[src/rtl/wdt_service_master.sv]
// wdt_service_master: Avalon-MM master that starts, periodically kicks and services the on-chip
// watchdog timer slave.
//
// Sequence: START writes control (start + irq enable). Each service round is a KICK write to
// period_l (forces a reload), a status read, and a CLEAR write when the timeout bit was latched.
//
// Ports:
//   clk, reset      system clock, synchronous active-high reset
//   enable          servicing permitted; low lets the watchdog expire
//   wdt_irq         watchdog interrupt; cuts the current WAIT short
//   avm_*           Avalon-MM master pins driven straight onto the watchdog slave
//   running         bit 1 of the last status read
//   timeout_pulse   one-cycle pulse for each detected timeout (coincides with the CLEAR write)
//   timeout_count   saturating count of detected timeouts
//   kick_count      saturating count of kick writes
//   busy            high whenever the sequencer is not idle
module wdt_service_master #(
  parameter int unsigned KICK_INTERVAL = 100000000,
  parameter int unsigned IRQ_ENABLE    = 1
) (
  input  logic        clk,
  input  logic        reset,
  input  logic        enable,
  input  logic        wdt_irq,
  output logic [2:0]  avm_address,
  output logic        avm_chipselect,
  output logic        avm_write_n,
  output logic [15:0] avm_writedata,
  input  logic [15:0] avm_readdata,
  output logic        running,
  output logic        timeout_pulse,
  output logic [7:0]  timeout_count,
  output logic [15:0] kick_count,
  output logic        busy
);

  localparam logic [2:0]  AddrStatus  = 3'd0;
  localparam logic [2:0]  AddrControl = 3'd1;
  localparam logic [2:0]  AddrPeriodL = 3'd2;
  localparam logic [15:0] CtrlStart   = 16'h0004 | {15'd0, IRQ_ENABLE[0]};
  localparam logic [31:0] IntervalLoad = 32'(KICK_INTERVAL - 1);

  typedef enum logic [2:0] {
    StIdle, StStart, StWait, StKick, StRdAddr, StRdData, StClear
  } state_e;

  state_e      state_q, state_d;
  logic [31:0] cnt_q, cnt_d;
  logic [2:0]  addr_d;
  logic        cs_d, write_n_d;
  logic [15:0] wdata_d;
  logic        running_d, pulse_d, busy_d;
  logic [7:0]  tcount_d;
  logic [15:0] kcount_d;

  // Only the two status bits carry meaning.
  logic unused_readdata;
  assign unused_readdata = ^avm_readdata[15:2];

  // Next-state logic. KICK/RD_ADDR ignore enable so a started service round always completes.
  always_comb begin
    state_d = state_q;
    unique case (state_q)
      StIdle:   if (enable) state_d = StStart;
      StStart:  state_d = StWait;
      StWait: begin
        if (!enable)                      state_d = StIdle;
        else if (cnt_q == 32'd0 || wdt_irq) state_d = StKick;
      end
      StKick:   state_d = StRdAddr;
      StRdAddr: state_d = StRdData;
      StRdData: begin
        if (avm_readdata[0]) state_d = StClear;
        else if (!enable)    state_d = StIdle;
        else                 state_d = StWait;
      end
      StClear:  state_d = enable ? StWait : StIdle;
      default:  state_d = StIdle;
    endcase
  end

  // Outputs are decoded from the next state and registered, so the bus pins change on the
  // same edge as the state.
  always_comb begin
    addr_d    = 3'd0;
    cs_d      = 1'b0;
    write_n_d = 1'b1;
    wdata_d   = 16'h0000;
    unique case (state_d)
      StStart: begin
        addr_d = AddrControl; cs_d = 1'b1; write_n_d = 1'b0; wdata_d = CtrlStart;
      end
      StKick: begin
        addr_d = AddrPeriodL; cs_d = 1'b1; write_n_d = 1'b0;
      end
      StRdAddr: begin
        addr_d = AddrStatus; cs_d = 1'b1;
      end
      StClear: begin
        addr_d = AddrStatus; cs_d = 1'b1; write_n_d = 1'b0;
      end
      default: ;
    endcase
  end

  always_comb begin
    cnt_d = cnt_q;
    if (state_d == StWait && state_q != StWait) begin
      cnt_d = IntervalLoad;
    end else if (state_q == StWait && cnt_q != 32'd0) begin
      cnt_d = cnt_q - 32'd1;
    end

    kcount_d = kick_count;
    if (state_d == StKick && kick_count != 16'hFFFF) kcount_d = kick_count + 16'd1;

    tcount_d = timeout_count;
    if (state_d == StClear && timeout_count != 8'hFF) tcount_d = timeout_count + 8'd1;

    running_d = running;
    if (state_q == StRdData) running_d = avm_readdata[1];

    pulse_d = (state_d == StClear);
    busy_d  = (state_d != StIdle);
  end

  always_ff @(posedge clk) begin
    if (reset) begin
      state_q        <= StIdle;
      cnt_q          <= 32'd0;
      avm_address    <= 3'd0;
      avm_chipselect <= 1'b0;
      avm_write_n    <= 1'b1;
      avm_writedata  <= 16'h0000;
      running        <= 1'b0;
      timeout_pulse  <= 1'b0;
      timeout_count  <= 8'd0;
      kick_count     <= 16'd0;
      busy           <= 1'b0;
    end else begin
      state_q        <= state_d;
      cnt_q          <= cnt_d;
      avm_address    <= addr_d;
      avm_chipselect <= cs_d;
      avm_write_n    <= write_n_d;
      avm_writedata  <= wdata_d;
      running        <= running_d;
      timeout_pulse  <= pulse_d;
      timeout_count  <= tcount_d;
      kick_count     <= kcount_d;
      busy           <= busy_d;
    end
  end

endmodule

[config.mk]
export PLATFORM = sky130hd
export DESIGN_NAME = wdt_service_master
export DESIGN_NICKNAME = d
export VERILOG_FILES = /design/src/rtl/wdt_service_master.sv
export SDC_FILE = /design/constraint.sdc
export NUM_CORES = 1
export LEC_CHECK = 0
export ABC_CLOCK_PERIOD_IN_PS = 7800
export CAP_MARGIN = 0
export CORE_AREA = 5 5 86 88
export CTS_CLUSTER_SIZE = 40
export DETAILED_ROUTE_END_ITERATION = 8
export DIE_AREA = 0 0 91 93
export DONT_BUFFER_PORTS = 1
export GPL_ROUTABILITY_DRIVEN = 1
export HOLD_SLACK_MARGIN = 0.03
export PLACE_DENSITY_LB_ADDON = 0.15
export SYNTH_ARGS = -nofsm -noshare
export SYNTH_HDL_FRONTEND = slang
export SYNTH_SLANG_ARGS = --single-unit
[constraint.sdc]
create_clock -name clk -period 7.8 [get_ports clk]
set_input_delay 1.56 -clock clk [delete_from_list [all_inputs] [get_ports clk]]
set_output_delay 1.56 -clock clk [all_outputs]
set_load 0.02 [all_outputs]
======== Word level (Yosys, flattened, before mapping) ========
Cells that the tools add are included.
word-level totals
  input port bits ......................... 20
  output and inout port bits .............. 48
  word-level logic and storage cells ...... 54
  register bits after elaboration ......... 83
operators by class
  muxes and demuxes ....................... 12
  reductions and logical operators ........ 13
  $add $sub $neg .......................... 3
  eq/ne operators ......................... 14
operators with widths
  operator                 number
  $mux W27                 2
  $logic_not A32 Y1        1
  $reduce_bool A32 Y1      1
  $sub A32 B1 Y32 const B  1
  $pmux W3 S7              1
  $add A16 B1 Y16 const B  1
  $ne A16 B16 Y1 const B   1
  $eq A3 B3 Y1 const B     5
  $mux W3                  5
  $eq A3 B2 Y1 const B     4
  $add A8 B1 Y8 const B    1
  $ne A8 B8 Y1 const B     1
  $eq A3 B1 Y1 const B     2
  $logic_and A1 B1 Y1      4
  $pmux W2 S2              1
  $reduce_or A4 Y1         1
  $logic_not A3 Y1         1
  $ne A3 B2 Y1 const B     1
  $reduce_bool A3 Y1       1
  $reduce_or A3 Y1         1
  $mux W1                  2
  $mux W2                  1
  $reduce_bool A2 Y1       1
  $reduce_or A2 Y1         1
  $logic_or A1 B1 Y1       1

======== Longest topological paths before layout ========
  depth in word-level cells ............... 8
  mapped depth ............................ 10
  mapped depth without buffers ............ 7

======== Worst setup path before layout ========
No wires, ideal clock.
  path type ............................... reg2reg
  from .................................... register cnt_q[0]
  to ...................................... register kick_count[10]
  buffers on the path ..................... 2
  path slack .............................. 4918 ps
  required time ........................... 7677 ps
  stages on the path, launching flop included .. 10
  arrival ................................. 2758 ps
  clock period less this slack ............ 2882 ps
  cell sequence ........................... dfxtp_1 > inv_1 > ha_1 > or4b_2 > or4_1 > clkbuf_1 > o31a_4 > buf_6 > nor4_4 > mux2_1
between the ends
  cells in the longest elaborated chain, start to end .. 7
RTL lines
  item                    RTL line  RTL
  from (decl)             48        logic [31:0] cnt_q, cnt_d;
  from (signal assigned)  142       cnt_q <= cnt_d;
  $logic_not A32 Y1       68        else if (cnt_q == 32'd0 || wdt_irq) state_d = StKick;
  $logic_or A1 B1 Y1      68
  $mux W3                 68
  $mux W3                 67        if (!enable) state_d = StIdle;
  $pmux W3 S7             63        unique case (state_q)
  $eq A3 B2 Y1            115       if (state_d == StKick && kick_count != 16'hFFFF) kcount_d = kick_count + 16'd1;
  $logic_and A1 B1 Y1     115
  to (signal assigned)    150       kick_count <= kcount_d;
  to (decl)               33        output logic [15:0] kick_count,
No other way between the ends.
A chain may end at the register's enable or synchronous reset.

======== Worst setup path after layout ========
  from .................................... register cnt_q[0]
  to ...................................... register kick_count[8]
The elaborated chain is that of the path after synthesis.

==> flow_summary.toml <==
[cts]
cts_resized = 0
cts_tree = "built"
cts_inserted_buffers = 9
cts_sinks = 67
clockBufferDepth = 2
insertion_delay_ns = 0.34
cts-root-buf = "clkbuf_8"
cts_max_level = 3
clk_pin_slew_ns = 0.07
cts_setup_buffers = 0
ctsHoldBuffers = 0

[logic_synthesis]
synth_mux_area_share_pct = 3.801
synthArstFlopShare_pct = 0
synth_edf_count = 0
synth_compound_area_share_pct = 18.75
yosysUniqueCellTypes = 57
synth-seq-area-share_pct = 38.44
synthCells = 404
synth_top_family_by_area = "simple AND/OR/NAND/NOR gates"
synth-seq-cells = 67
synth_xor_xnor_area_share_pct = 2.259
synthSimpleGateAreaFrac_pct = 27.39
synth_area_um2 = 3490
yosys_most_used_dff = "dfxtp_1"
synth_area_per_cell_um2 = 8.638
synth_fa_ha_area_share_pct = 1.434
yosysWarnings = 0

[placement]
dpl.hpwl_mm = 4.786
io_buffers = 0
gp_congestion = 0.7884
dpl.cell_count = 460

[critical_path]
slowest_stage = "or4b_2"
path_class = "reg2reg"
cp_top_family = "simple AND/OR/NAND/NOR gates"
critPathMaxFanout = 27
path_buf_inv = 1
cp-start-kind = "flop"
cp.arrival_ns = 3.32
critPathCaptureType = "flop"
worstPathRequired_ns = 8.04
crit_path_cell_trace = "inv_1 > ha_1 > or4b_2 > or4_1 > o31a_4 > nor4_1 > mux2_2"
max_stage_delay_ns = 0.56

[die]
die-area_um2 = 8463
core_um2 = 6569
die_x_um = 91
initial_core_util_pct = 53.12
rows = 30
pin_count = 68
die_h_um = 93

[power]
switching_share_pct = 25.41
p_total_mw = 0.8502
power.switching_mw = 0.2161
p_leak_nw = 1.288
ir_worst_vdd_uv = 121.7
p_seq_share_pct = 44.3
powerDensity_nw_per_um2 = 230.6
comb_power_share_pct = 12.3
p_int_mw = 0.6341
clkPwrFrac_pct = 43.4

[sta]
hold_viol = 0
finalCritPeriodShare_pct = 39.50
min_period_ns = 3.081
worst_pin_slew_ns = 0.9035
max-slew-margin-rel_pct = 39.71
maxSlewViolCount = 0
rsz0062_at_grt = "false"
setup_viol = 0
fin_skew_ns = 0.005472
fmax_mhz = 324.6
tns_ns = 0

[routing]
viasPerCell = 6.050
drt-pass1-iter-count = 4
wl_mm = 7.225
top_layer = "met4"
met1_length_mm = 3.344
num_vias = 2880
wl_met2_mm = 3.361
postRouteAntennaNets = 0
wl_per_cell_um = 15.18
drt-initial-drc-count = 148
met3_length_um = 385
drc = 0

[outcome]
outcome = "finished, final reports clean"

[grt]
grt_max_degree = 59
gr-usage-all-layers_pct = 17.96
grt_pass1_vias = 2677
antenna_found_initial = 0
grt_pass1_wl_mm = 12.67
grt_remaining_overflow = 0

[cells_and_area]
fin_cells = 476
area_growth_pct = 5.629
nets = 415
layout_commonest_cell = "dfxtp_1"
fillCellCount = 602
final_cell_mix = "dfxtp_1, nor2_1, a21oi_1, or3_1, o21ai_0"
diodes = 0
drive_above_1_share_pct = 10.10

[job]
drv_cap = 0

[worst_hold_path]
hp-class = "reg2reg"
## synthesized netlist by cell type (4+ instances only)
library cell / count / share of area [%]
nor2b_1: 11 / 2.0
buf_4: 16 / 3.4
and2_1: 4 / 0.72
a31oi_1: 16 / 2.9
inv_1: 9 / 0.97
nor3_1: 12 / 1.7
o21ai_0: 22 / 3.2
clkbuf_1: 19 / 2.0
nor4_1: 9 / 1.6
mux2_2: 4 / 1.3
nand3_1: 9 / 1.3
nand2b_1: 5 / 0.90
ha_1: 4 / 1.4
o31ai_1: 13 / 2.8
or3_1: 25 / 4.5
o2111ai_1: 4 / 1.0
or4_1: 17 / 3.7
dfxtp_1: 67 / 38
nand4_1: 4 / 0.72
nand2_1: 18 / 1.9
a21oi_1: 25 / 3.6
mux2_1: 6 / 1.9
nor2_1: 29 / 3.1
xnor2_1: 6 / 1.5
## cell type report
| cell class | count | area (µm²) | area share [%] |
|---|---|---|---|
| Clock buffer | 12 | 165.2 | 4.481 |
| Multi-Input combinational cell | 301 | 1928 | 52.31 |
| Clock inverter | 4 | 95.09 | 2.580 |
| Inverter | 9 | 33.78 | 0.9165 |
| Sequential cell | 67 | 1341 | 36.39 |
| Timing Repair Buffer | 3 | 22.52 | 0.6110 |
| Tap cell | 80 | 100.1 | 2.716 |
## power by group through the flow
stage / clock (mW) / sequential (mW) / combinational (mW)
after floorplan: 0 / 0.378 / 0.105
after global placement: 0 / 0.384 / 0.101
after detailed placement: 0 / 0.384 / 0.103
after CTS: 0.379 / 0.377 / 0.104
after global routing: 0.397 / 0.380 / 0.118
final: 0.369 / 0.377 / 0.104
## sequential cells by signal, indices dropped and copies added, names as in the netlist
| signal | flops |
|---|---|
| kick_count | 16 |
| running | 1 |
| busy | 1 |
| cnt_q | 32 |
| avm_writedata | 1 |
| avm_chipselect | 1 |
| timeout_pulse | 1 |
| timeout_count | 8 |
| avm_write_n | 1 |
| state_q | 3 |
| avm_address | 2 |
## layer usage
metal | track usage [%] | up-vias
li1 | - | 1454
met1 | 22.34 | 1354
met2 | 28.43 | 57
met3 | 5.471 | 15
met4 | 8.435 | 0
met5 | 0 | -
## stage by stage
stage	area [µm²]	util, %	worst slack (ns)	hold WS (ns)
floorplan	3542	-	4.918	0.4422
global placement	3426	52.15	4.581	0.4539
detailed placement	3426	52.15	4.587	0.4641
CTS	3686	56.11	4.694	0.4765
global route	3686	56.11	4.485	0.5115
finish	3686	56.11	4.719	0.4709
## worst register-to-register path, cell delays in order, from the launching register on
cell     delay (ns)
dfxtp_1        0.33
inv_1          0.11
ha_1           0.15
or4b_2         0.56
or4_1          0.55
o31a_4         0.53
nor4_1         0.39
mux2_2         0.37
## kinds of logic after synthesis
kind of cell               Yosys count
buffers and inverters               50
xor gates and xnor gates             9
adders and majority gates            4
muxes                               12
DFF                                 67
AOI/OAI and AO/OA                   98
and+or+nand+nor                    163
other                                1
## final timing paths
check	start	to	slack (ns)	cells past startpoint
setup / recovery	cnt_q[0]	kick_count[8]	4.72	7
hold / removal	cnt_q[17]	cnt_q[17]	0.47	2
setup reg to reg	cnt_q[0]	kick_count[8]	4.72	7
hold reg to reg	cnt_q[17]	cnt_q[17]	0.47	2
(Power assumes the default switching activity.)
